**src/rtl/dff_pipe_en.sv**
```systemverilog
// dff_pipe_en: WIDTH x DEPTH elastic register pipeline with per-stage
// valid bits, global enable, bubble collapse, flush and occupancy count.
// Ports:
//   clk, reset      rising-edge clock, async active-high reset
//   e, flush        global enable (0 freezes), sync clear of valids
//   d, d_valid      producer data / valid
//   d_ready         pipeline accepts d this cycle
//   q, q_valid      output stage data / valid
//   q_ready         consumer accepts q this cycle
//   count           number of valid stages
module dff_pipe_en #(
  parameter int WIDTH = 8,
  parameter int DEPTH = 4,
  parameter logic [WIDTH-1:0] RESET_VAL = '0
) (
  input  logic                       clk,
  input  logic                       reset,
  input  logic                       e,
  input  logic                       flush,
  input  logic [WIDTH-1:0]           d,
  input  logic                       d_valid,
  output logic                       d_ready,
  output logic [WIDTH-1:0]           q,
  output logic                       q_valid,
  input  logic                       q_ready,
  output logic [$clog2(DEPTH+1)-1:0] count
);

  localparam int CW = $clog2(DEPTH+1);

  logic [DEPTH-1:0] v;
  logic [DEPTH-1:0] load;
  logic [DEPTH-1:0] in_v;
  logic [WIDTH-1:0] data [DEPTH];
  logic [WIDTH-1:0] in_d [DEPTH];
  logic             en;
  logic             go_k;
  logic             up;
  logic             in_x;
  logic             out_x;

  // Reset also blocks the handshake so nothing is offered while held.
  assign en = e & ~flush & ~reset;

  // Ready ripples from the consumer back to stage 0; an empty stage
  // always loads, which is what closes bubbles during a stall.
  always_comb begin
    load = '0;
    go_k = 1'b0;
    up   = 1'b0;
    for (int k = DEPTH - 1; k >= 0; k--) begin
      if (k == DEPTH - 1)
        go_k = v[k] & q_ready;
      else
        go_k = v[k] & up;
      up      = en & (~v[k] | go_k);
      load[k] = up;
    end
  end

  always_comb begin
    in_v    = '0;
    in_v[0] = d_valid;
    for (int k = 0; k < DEPTH; k++)
      in_d[k] = d;
    for (int k = 1; k < DEPTH; k++) begin
      in_v[k] = v[k-1];
      in_d[k] = data[k-1];
    end
  end

  assign d_ready = load[0];
  assign q_valid = v[DEPTH-1] & en;
  assign q       = data[DEPTH-1];
  assign in_x    = d_valid & d_ready;
  assign out_x   = q_valid & q_ready;

  always_ff @(posedge clk or posedge reset) begin
    if (reset) begin
      v     <= '0;
      count <= '0;
      for (int k = 0; k < DEPTH; k++)
        data[k] <= RESET_VAL;
    end else if (e) begin
      if (flush) begin
        // Only valids are cleared; data registers keep their contents.
        v     <= '0;
        count <= '0;
      end else begin
        for (int k = 0; k < DEPTH; k++) begin
          if (load[k]) begin
            v[k] <= in_v[k];
            if (in_v[k])
              data[k] <= in_d[k];
          end
        end
        count <= count + CW'(in_x) - CW'(out_x);
      end
    end
  end

endmodule

```
**config.mk**
```make
export PLATFORM = sky130hd
export DESIGN_NAME = dff_pipe_en
export DESIGN_NICKNAME = d
export VERILOG_FILES = /design/src/rtl/dff_pipe_en.sv
export SDC_FILE = /design/constraint.sdc
export NUM_CORES = 1
export LEC_CHECK = 0
export ABC_AREA = 1
export BUFFER_PORTS_ARGS = -buffer_cell sky130_fd_sc_hd__buf_2
export CAP_MARGIN = 20
export CORE_MARGIN = 1
export CORE_UTILIZATION = 45
export DETAILED_ROUTE_END_ITERATION = 10
export PLACE_DENSITY = 0.68
export SYNTH_ARGS = -nofsm -noshare
export SYNTH_HDL_FRONTEND = slang
export SYNTH_SLANG_ARGS = --single-unit
```
**constraint.sdc**
```tcl
create_clock -name clk -period 3 [get_ports clk]
set_input_delay 0.15 -clock clk [delete_from_list [all_inputs] [get_ports clk]]
set_output_delay 0.15 -clock clk [all_outputs]
set_load 0.01 [all_outputs]
```
# After elaboration in Yosys (flattened, before gate mapping)
# Index checks and enable logic that the tools add are counted.
# word_totals
elab_cells,52
register_bits,39
output_inout_bits,13
in_bits,14
ramBits,0
memories,0
latchBits,0
romBits,0
# classes
n_mul,0
div,0
shift,0
bitwise,23
reduce_logical,12
magnitude_cmp,0
n_addsub,2
mux,6
eq_ne,0
# ops
cell,count
4-bit AND reduction,4
1-bit AND,13
2-bit AND reduction,4
2-bit nonzero test,4
1-bit inverter,6
1-bit two-way mux,4
4-bit two-way mux,1
1-bit OR,4
3-bit by 1-bit adder with 3-bit output,1
3-bit two-way mux,1
3-bit by 1-bit subtractor with 3-bit output,1

# Longest topological paths before layout
# Gate-level depths: netlist of the first run.
# depth
ltp_word,17
mapped_depth,13
ltp_nobuf,13

# Least setup slack after synthesis of the first run
# No wires, ideal clock.
# synth_timing
path_kind,register to register
from,register v[3]
to,register count[2]
path_slack_ns,1.068
stages_incl_launch_ff,12
period_less_slack_ns,1.932
path_buffers,0
setup_ns,0.127
arrival_time_ns,1.805
cell_sequence,dfrtp_1 inv_1 nor2_1 nand4_1 nand3_2 ha_1 inv_1 ha_1 inv_1 fa_1 a21oi_1 o22ai_1
# synth_between
elab_chain_len,16
# synth_lines
item,line,text
from (decl),31,logic [DEPTH-1:0] v;
"from (signal, indexed assignment)",92,v[k] <= in_v[k];
1-bit AND or 1-bit inverter (tied branches),"53, 56",
1-bit OR,56,up = en & (~v[k] | go_k);
1-bit AND,56,
1-bit AND,55,go_k = v[k] & up;
1-bit OR,56,
1-bit AND,56,
1-bit AND,55,
1-bit OR,56,
1-bit AND,56,
1-bit AND,55,
1-bit OR,56,
1-bit AND,56,
1-bit AND,75,assign in_x = d_valid & d_ready;
3-bit by 1-bit adder with 3-bit output,97,count <= count + CW'(in_x) - CW'(out_x);
3-bit by 1-bit subtractor with 3-bit output (*),97,
3-bit two-way mux (*),85,if (flush) begin
to (signal assigned),97,
to (decl),26,output logic [$clog2(DEPTH+1)-1:0] count
# Mark *: on every way between the ends. The rest lies on a longest branch, timed or not.
# A chain may end at the register's enable or synchronous reset.

# Worst setup path in the final report of the first run
# Ends and elaborated chain as after synthesis.

==> metrics.cfg, run 1 <==
[logic_synthesis]
synth_seq_area_share=0.551
async_flop_share=1.00
ys_seq_elements=39
syn_area_sq_um=1770
synth-main-ff-cell=dfrtp_1
ys_types=24
ys_warn_count=0
syn_inst=196
avgSynthCellArea_sq_um=9.03
synth_nets=213
synth_edf_count=0

[timing]
finalCritPeriodShare=0.732
hold_viol=0
fin_worst_skew_ns=0.00907
period_needed_ns=2.20
slew_violations=0
fmax_ghz=0.455
setup_viol=0
whs_ns=0.0151
tightest_slew_ns=0.488
setup_tns_ns=0
rsz0062_at_grt=no
max_slew_margin=0.675

[clock_tree]
clk_latency_ns=0.29
postCtsSetupBuffers=0
cts_root_buf=clkbuf_8
h-tree-depth=2
path_clk_slew_ns=0.08
post_cts_resize_count=0
cts_num_sinks=39
cts_tree=done
clock_path_buffers=2
cts_inserted_buffers=5
cts_hold_buf=0

[finish]
num-fill-cells=357
area_delta_synth_final_pct=12.4
nets=236
drive_above_1_share=0.205
diodes=0

[floorplan]
die_h_um=64.7
rows=22
core_sq_um=3720
dieArea_sq_um=4190
initial_core_util=0.476
io-pin-count=27
die_x_um=64.7

[place]
place_hpwl_um=2010
portBuffers=26
place_congestion=0.727

[global_route]
grt_pass1_vias=1183
grt_pass1_wl_um=5290
grt_antenna_before_repair=0
grt_max_degree=40
grt_overflow_total=0
grt_util_all_layers=0.168

[setup_path]
cp-start-kind=register
crit_path_max_fanout=10
critPathTopFamily=adder cells
slowest_delay_ns=0.38
crit_type=register to register
worst_path_max_delay_cell=fa_1
crit_arrival_ns=2.37
cp.required_ns=3.17
end_kind=register
path_buf_inv=3
path_cells=inv_1 > nor2_1 > nand4_1 > nand3_2 > ha_1 > inv_1 > ha_1 > inv_1 > fa_1 > a21oi_1 > o22ai_1
crit_path_frequent_cell=inv_1

[flow_run]
maxCapViolations=0

[routing]
viasPerCell=4.49
drt_iter0_markers=49
drc=0
first_pass_iters=4
vias=1203
ant_nets=0
wirelength_um=2820
wl_per_cell_um=10.5

[power_and_ir_drop]
p_per_area_nw_per_um2=656
p_leak_nw=1.10
vdd_drop_max_v=0.000268

[hold_path]
hp-class=primary input to async pin

[run_status]
status=complete, no violations

-- layout make-up --
cell class | instances | area, sq um | area share
flip-flops and latches | 39 | 976 | 0.490
multi-input cells | 122 | 613 | 0.308
repair buffers | 27 | 138 | 0.0691
inverters | 24 | 91.3 | 0.0459
clock buffers | 5 | 68.8 | 0.0346
well taps | 48 | 60.1 | 0.0302
clock inverters | 3 | 43.8 | 0.0220
-- path summary, 6_finish.rpt --
check | start | to | slack, ns | depth (start not counted)
worst max-delay path | v[3]$_DFFE_PP0P_ | count[2]$_DFFE_PP0P_ | 0.80 | 11
worst min register to register | data[14]$_DFFE_PP0P_ | q[6]$_DFFE_PP0P_ | 0.47 | 2
max in group asynchronous | reset | v[3]$_DFFE_PP0P_ | 2.65 | 3
worst max register to register | v[3]$_DFFE_PP0P_ | count[2]$_DFFE_PP0P_ | 0.80 | 11
min in group clk | d[6] | data[30]$_DFFE_PP0P_ | 0.08 | 3
worst min-delay path | reset | q[5]$_DFFE_PP0P_ | 0.02 | 3
-- cell families (layout without fill, tap and decap cells) --
logic type	Yosys count	count (layout)	share of synthesized area
simple gates	98	98	0.258
flops	39	39	0.551
buf+inv	35	59	0.102
compound gates	21	21	0.0629
fa+ha+maj	3	3	0.0254
-- registers in the layout, indices dropped and copies added (netlist names) --
name and flops:
v 4, q 8, count 3, data 24
-- synth_stat cells (8+ instances only) --
library cell   n  area share
nand2_1       76        0.16
o21ai_1        8       0.023
o21ai_0        8       0.023
buf_4          8       0.034
dfrtp_1       39        0.55
inv_1         23       0.049
nand3_1        9       0.025
-- per-layer routing --
layer	global-route usage	vias up	part of all wire
li1	-	651	-
met1	0.231	523	0.54
met5	0	-	0
met2	0.243	24	0.40
met4	0.0833	0	0.024
met3	0.0423	5	0.032
-- placed cells by master, fill, tap and decap left out --
cell type / Yosys / layout
buf_4: 8 / 1
nand2_2: 2 / 2
clkbuf_8: 0 / 5
nand3_2: 2 / 2
o22ai_1: 2 / 2
buf_2: 0 / 26
nand2_4: 1 / 1
clkinv_2: 1 / 2
inv_1: 23 / 23
nand3_1: 9 / 9
bufinv_16: 0 / 1
a21oi_1: 2 / 2
fa_1: 1 / 1
o21ai_0: 8 / 8
nand4_1: 2 / 2
dfrtp_1: 39 / 39
nand2_1: 76 / 76
nand3_4: 1 / 1
ha_1: 2 / 2
o21ai_1: 8 / 8
nor2_8: 2 / 2
nor3_1: 1 / 1
o21ai_2: 1 / 1
nor2_1: 2 / 2
clkinv_4: 0 / 1
-- worst register-to-register path: stages (launching register included) --
cell and delay [ns]:
dfrtp_1 0.37, inv_1 0.07, nor2_1 0.19, nand4_1 0.14
nand3_2 0.19, ha_1 0.26, inv_1 0.07, ha_1 0.14
inv_1 0.05, fa_1 0.38, a21oi_1 0.13, o22ai_1 0.09
-- power breakdown --
group          internal (W)  switching, W  leakage, nW  total (W)
Combinational     0.0000729      0.000110        0.533   0.000183
Sequential         0.000642     0.0000508        0.504   0.000693
Clock              0.000247      0.000183       0.0581   0.000430
Total              0.000963      0.000344         1.10    0.00131
-- per-stage QoR --
stage / cell area (sq um) / worst slack, ns / cells / utilization / total power, W
after CTS: 1990 / 0.815 / 268 / 0.536 / 0.00132
after detailed placement: 1880 / 0.826 / 260 / 0.505 / 0.000890
after global placement: 1880 / 0.904 / 260 / 0.505 / 0.000879
final: 1990 / 0.804 / 268 / 0.536 / 0.00131
after global routing: 1990 / 0.629 / 268 / 0.536 / 0.00140
after floorplan: 1770 / 1.07 / 196 / - / 0.000842
Note: power is estimated with default switching activity, not from simulation.
==> run 2: changes to the inputs <==
clock period = 2.18 ns   (was 3 ns; I/O delays follow)
==> run 2 against run 1 <==
  * Flip-flop and latch count unchanged
  * Cell count is 1.1% higher
  * Setup slack got worse by 0.66 ns
  * Via count grew 0.67%
  * Highest routed layer unchanged
  * Sequential power up 37%
  * Power grew 28%
  * Critical path depth increased by 2
  * Global-route usage is 1.3 points lower
  * Sequential share of layout area grew 0.062 points
  * Clock power is 7.9% higher
==> metrics.cfg, run 2 (synthesized netlist as in run 1, its figures left out) <==
[finish]
mostFrequentLayoutCells=76 x nand2_1, 39 x dfrtp_1, 26 x buf_2, 23 x inv_1, 9 x nand3_1  ; unchanged
diodes=0  ; unchanged
layout_commonest_cell=nand2_1  ; unchanged
area_delta_synth_final_pct=12.3  ; was 12.4%
regMostFlops=data  ; unchanged
nets=239  ; was 236
largest_register_ffs=24  ; unchanged
fin_cells=271  ; was 268
drive_above_1_share=0.206  ; was 0.205

[timing]
finalCritPeriodShare=0.936
fmax_ghz=0.490
setup_viol=0  ; unchanged
tightest_slew_ns=0.473  ; was 0.488 ns
hold_viol=0  ; unchanged
fin_worst_skew_ns=0.00424  ; was 0.00907 ns
slew_violations=0  ; unchanged
max_slew_margin=0.685  ; was 0.675
period_needed_ns=2.04
setup_tns_ns=0  ; unchanged
rsz0062_at_grt=no  ; unchanged

[power_and_ir_drop]
p_comb_frac=0.152  ; was 0.140
p_int_w=0.00121  ; was 0.000963 W
p_per_area_nw_per_um2=840  ; was 656 nW/um^2
p_leak_nw=1.09  ; was 1.10 nW
sw_frac_of_total=0.275  ; was 0.263
pwr-share-clk=0.278  ; was 0.329
seqPwrFrac=0.570  ; was 0.530
switchingPower_w=0.000460  ; was 0.000344 W
vdd_drop_max_v=0.000407  ; was 0.000268 V

[clock_tree]
cts_root_buf=clkbuf_8  ; unchanged
cts_num_sinks=39  ; unchanged
cts_inserted_buffers=5  ; unchanged
clock_path_buffers=2  ; unchanged
postCtsSetupBuffers=0  ; unchanged
h-tree-depth=2  ; unchanged
cts_tree=done  ; unchanged
clk_latency_ns=0.29  ; about the same
path_clk_slew_ns=0.07  ; was 0.08 ns

[place]
place_congestion=0.820  ; was 0.727
portBuffers=26  ; unchanged
place_hpwl_um=1950  ; was 2010 um
dp.cells=262  ; was 260

[hold_path]
holdCritStartpoint=d[4]
hold_end=data[28]$_DFFE_PP0P_
hp-class=primary input to register  ; was primary input to async pin
min_path_cells=3

[floorplan]
initial_core_util=0.476  ; unchanged
die_x_um=64.7  ; unchanged
rows=22  ; unchanged
die_h_um=64.7  ; unchanged
dieArea_sq_um=4190  ; unchanged
io-pin-count=27  ; unchanged
core_sq_um=3720  ; unchanged

[routing]
ant_nets=0  ; unchanged
wirelength_um=2730  ; was 2820 um
first_pass_iters=4  ; unchanged
viasPerCell=4.47  ; was 4.49
wl_per_cell_um=10.1  ; was 10.5 um
vias=1211  ; was 1203
drt_iter0_markers=63  ; was 49
drc=0  ; unchanged

[flow_run]
maxCapViolations=0  ; unchanged

[setup_path]
cp.required_ns=2.39  ; was 3.17 ns
worstRegToRegCells=12  ; was 11
end_kind=register  ; unchanged
r2r-start=v[3]$_DFFE_PP0P_  ; unchanged
crit_arrival_ns=2.25  ; was 2.37 ns
crit_path_max_fanout=3  ; was 10
rrSetupSlack_ns=0.19  ; was 0.80 ns
cp-start-kind=primary input  ; was register
crit_type=primary input to register  ; was register to register
timing.rr.end=count[2]$_DFFE_PP0P_  ; unchanged

[global_route]
grt_max_degree=40  ; unchanged
grt_antenna_before_repair=0  ; unchanged
grt_pass1_vias=1081  ; was 1183
grt_pass1_wl_um=4860  ; was 5290 um
grt_overflow_total=0  ; unchanged
grt_util_all_layers=0.154  ; was 0.168

[run_status]
status=complete, no violations  ; unchanged

run 2: worst max-delay path by stage:
stage	startpoint	end	slack [ns]
floorplan	v[3]$_DFFE_PP0P_	count[2]$_DFFE_PP0P_	0.25
CTS	reset	count[2]$_DFFE_PP0P_	0.16
global route	v[3]$_DFFE_PP0P_	count[2]$_DFFE_PP0P_	0.01
finish	reset	count[2]$_DFFE_PP0P_	0.14
detailed placement	v[3]$_DFFE_PP0P_	count[2]$_DFFE_PP0P_	0.19
global placement	v[3]$_DFFE_PP0P_	count[2]$_DFFE_PP0P_	0.23
run 2: metrics by stage:
stage          instance area [sq um]  hold WS (ns)  setup WS (ns)  utilization  power (W)
4_1_cts                         1990        0.0319          0.164        0.535    0.00170
3_3_place_gp                    1890         0.304          0.233        0.509    0.00121
5_1_grt                         1990        0.0469         0.0112        0.535    0.00180
2_1_floorplan                   1770         0.208          0.248            -    0.00116
6_report                        1990        0.0417          0.140        0.535    0.00167
3_5_place_dp                    1890         0.306          0.194        0.509    0.00122
run 2: per-layer routing:
layer	part of all wire	up-vias	wire length, um	global-route usage
li1	-	655	-	-
met1	0.50	517	1380	0.221
met2	0.42	31	1140	0.206
met3	0.050	8	135	0.0335
met4	0.026	0	70	0.106
met5	0	-	0	0
run 2: final cells by class:
| type | instances | area (sq um) |
|---|---|---|
| tap | 48 | 60.1 |
| clock buffer | 6 | 72.6 |
| inverter | 24 | 91.3 |
| multi-input combinational | 122 | 613 |
| timing repair buffer | 30 | 163 |
| clock inverter | 2 | 12.5 |
| fill | 384 | 1730 |
| sequential | 39 | 976 |
run 2: power groups by stage:
stage                     registers (W)  clock network, W  logic, W
final                          0.000952          0.000464  0.000255
after floorplan                0.000953                 0  0.000206
after global placement         0.000959                 0  0.000252
after detailed placement       0.000967                 0  0.000258
after CTS                      0.000953          0.000482  0.000260
after global routing           0.000968          0.000524  0.000305
run 2: timing repair:
item / CTS / global route
endpoints found under the hold margin: 39 / 0
gates resized for setup: 0 / 0
hold buffers: 1 / 0
endpoints found under the setup margin: 0 / 0
run 2: worst max-delay path: stages:
cell	delay, ns
dlygate4sd3_1	0.54
buf_2	0.16
nor2_8	0.12
inv_1	0.06
nor3_1	0.14
ha_1	0.26
inv_1	0.06
ha_1	0.13
inv_1	0.05
fa_1	0.38
nand3_1	0.09
nand2_1	0.06
o22ai_1	0.11
==> run 3: changes to the inputs <==
CORE_UTILIZATION = 55   (was 45)
PLACE_DENSITY = 0.8   (was 0.68)
clock period = 2.6 ns   (was 2.18 ns; I/O delays follow)
==> run 3 against run 2 <==
  * Clock skew grew 0.00069 ns
  * Via count increased by 3.1%
  * Cell count is 1.1% lower
  * Largest power group unchanged
  * Sequential power is 16% lower
==> metrics.cfg, run 3 (synthesized netlist as in run 1, its figures left out) <==
[place]
dp_slack_ns=0.481  ; was 0.194 ns
portBuffers=26  ; unchanged
place_hpwl_um=1920  ; was 1950 um
dp.cells=256  ; was 262
place_congestion=0.794  ; was 0.820

[power_and_ir_drop]
p_int_w=0.00103  ; was 0.00121 W
p_comb_frac=0.154  ; was 0.152
vdd_drop_max_v=0.000457  ; was 0.000407 V
switchingPower_w=0.000387  ; was 0.000460 W
pwr-share-clk=0.283  ; was 0.278
seqPwrFrac=0.563  ; was 0.570
p_per_area_nw_per_um2=711  ; was 840 nW/um^2
sw_frac_of_total=0.273  ; was 0.275
p_leak_nw=1.10  ; was 1.09 nW

[floorplan]
initial_core_util=0.580  ; was 0.476
rows=20  ; was 22
io-pin-count=27  ; unchanged
die_x_um=58.7  ; was 64.7 um
core_sq_um=3050  ; was 3720 sq um
dieArea_sq_um=3450  ; was 4190 sq um
die_h_um=58.7  ; was 64.7 um

[setup_path]
crit_arrival_ns=2.42  ; was 2.25 ns
cp.required_ns=2.83  ; was 2.39 ns
cp-start-kind=primary input  ; unchanged
crit_path_max_fanout=10  ; was 3
worstRegToRegCells=11  ; was 12
path_cells=dlygate4sd3_1 > buf_2 > nor2_8 > nand3_2 > ha_1 > inv_1 > ha_1 > inv_1 > fa_1 > a21oi_1 > o22ai_1  ; was dlygate4sd3_1 > buf_2 > nor2_8 > inv_1 > nor3_1 > ha_1 > inv_1 > ha_1 > inv_1 > fa_1 > nand3_1 > nand2_1 > o22ai_1
worst_path_max_delay_cell=dlygate4sd3_1  ; unchanged
slowest_delay_ns=0.54  ; about the same
end_kind=register  ; unchanged
crit_type=primary input to register  ; unchanged

[timing]
final.setup.worst_slack_ns=0.412  ; was 0.140 ns
setup_viol=0  ; unchanged
rsz0062_at_grt=no  ; unchanged
setup_tns_ns=0  ; unchanged
finalCritPeriodShare=0.841
tightest_slew_ns=0.462  ; was 0.473 ns
fmax_ghz=0.457
whs_ns=0.00932  ; was 0.0417 ns
hold_viol=0  ; unchanged
slew_violations=0  ; unchanged
max_slew_margin=0.692  ; was 0.685
fin_worst_skew_ns=0.00493  ; was 0.00424 ns
period_needed_ns=2.19

[finish]
regMostFlops=data  ; unchanged
layout_commonest_cell=nand2_1  ; unchanged
num-fill-cells=267  ; was 384
mostFrequentLayoutCells=76 x nand2_1, 39 x dfrtp_1, 26 x buf_2, 23 x inv_1, 9 x nand3_1  ; unchanged
drive_above_1_share=0.201  ; was 0.206
area_delta_synth_final_pct=12.7  ; was 12.3%
largest_register_ffs=24  ; unchanged
nets=240  ; was 239
fin_cells=268  ; was 271
diodes=0  ; unchanged

[clock_tree]
cts_num_sinks=39  ; unchanged
cts_tree=done  ; unchanged
clock_path_buffers=2  ; unchanged
post_cts_resize_count=0  ; unchanged
path_clk_slew_ns=0.11  ; was 0.07 ns
cts_hold_buf=3  ; was 1
h-tree-depth=2  ; unchanged
postCtsSetupBuffers=0  ; unchanged
cts_root_buf=clkbuf_4  ; was clkbuf_8
clk_latency_ns=0.34  ; was 0.29 ns
cts_inserted_buffers=5  ; unchanged

[routing]
first_pass_iters=4  ; unchanged
viasPerCell=4.66  ; was 4.47
vias=1248  ; was 1211
wirelength_um=2730  ; about the same
ant_nets=0  ; unchanged
wl_per_cell_um=10.2  ; was 10.1 um
drt_iter0_markers=52  ; was 63
drc=0  ; unchanged

[global_route]
grt_pass1_wl_um=5030  ; was 4860 um
grt_pass1_vias=1213  ; was 1081
grt_antenna_before_repair=0  ; unchanged
grt_util_all_layers=0.199  ; was 0.154
grt_overflow_total=0  ; unchanged
grt_max_degree=40  ; unchanged

[flow_run]
maxCapViolations=0  ; unchanged

[run_status]
status=complete, no violations  ; unchanged

[hold_path]
min_path_cells=3  ; unchanged
hp-class=primary input to register  ; unchanged

==> run 3: metal layers <==
metal	part of all wire	global-route usage	wire (um)	vias to the layer above
met2	0.45	0.317	1230	33
met5	0	0	0	-
li1	-	-	-	661
met4	0.017	0.0850	46	0
met3	0.047	0.0703	127	5
met1	0.49	0.248	1320	549
==> run 3: worst paths after layout <==
path,startpoint,end,slack (ns)
worst max-delay path,reset,count[2]$_DFFE_PP0P_,0.41
worst min-delay path,d[3],data[27]$_DFFE_PP0P_,0.009
worst max register to register,v[3]$_DFFE_PP0P_,count[2]$_DFFE_PP0P_,0.48
worst min register to register,q[6]$_DFFE_PP0P_,q[6]$_DFFE_PP0P_,0.48
max in group asynchronous,reset,data[22]$_DFFE_PP0P_,1.78
min in group asynchronous,reset,v[3]$_DFFE_PP0P_,0.50
==> run 3: critical path: cells and delay by family <==
family | cells | cell delay (ns)
and+or+nand+nor | 2 | 0.41
AOI/OAI and AO/OA | 2 | 0.23
adders and majority gates | 3 | 0.84
buffers and inverters | 4 | 0.80
==> run 3: power groups by stage <==
stage	logic (W)	registers, W	clock network [W]
floorplan	0.000173	0.000799	0
global placement	0.000208	0.000805	0
detailed placement	0.000216	0.000811	0
CTS	0.000221	0.000798	0.000409
global route	0.000262	0.000814	0.000438
finish	0.000218	0.000798	0.000401
==> run 3: final cells by class <==
type / instances / area, sq um / share of cell area
Clock inverter: 3 / 43.8 / 0.0220
Inverter: 24 / 91.3 / 0.0458
Timing Repair Buffer: 31 / 178 / 0.0891
Clock buffer: 5 / 37.5 / 0.0188
Tap cell: 44 / 55.1 / 0.0276
Multi-Input combinational cell: 122 / 613 / 0.307
Sequential cell: 39 / 976 / 0.489
==> run 3: per-stage QoR <==
step / power, W / util / cell area [sq um]
floorplan: 0.000972 / - / 1770
global placement: 0.00101 / 0.614 / 1870
detailed placement: 0.00103 / 0.614 / 1870
CTS: 0.00143 / 0.650 / 1980
global route: 0.00151 / 0.653 / 1990
finish: 0.00142 / 0.653 / 1990
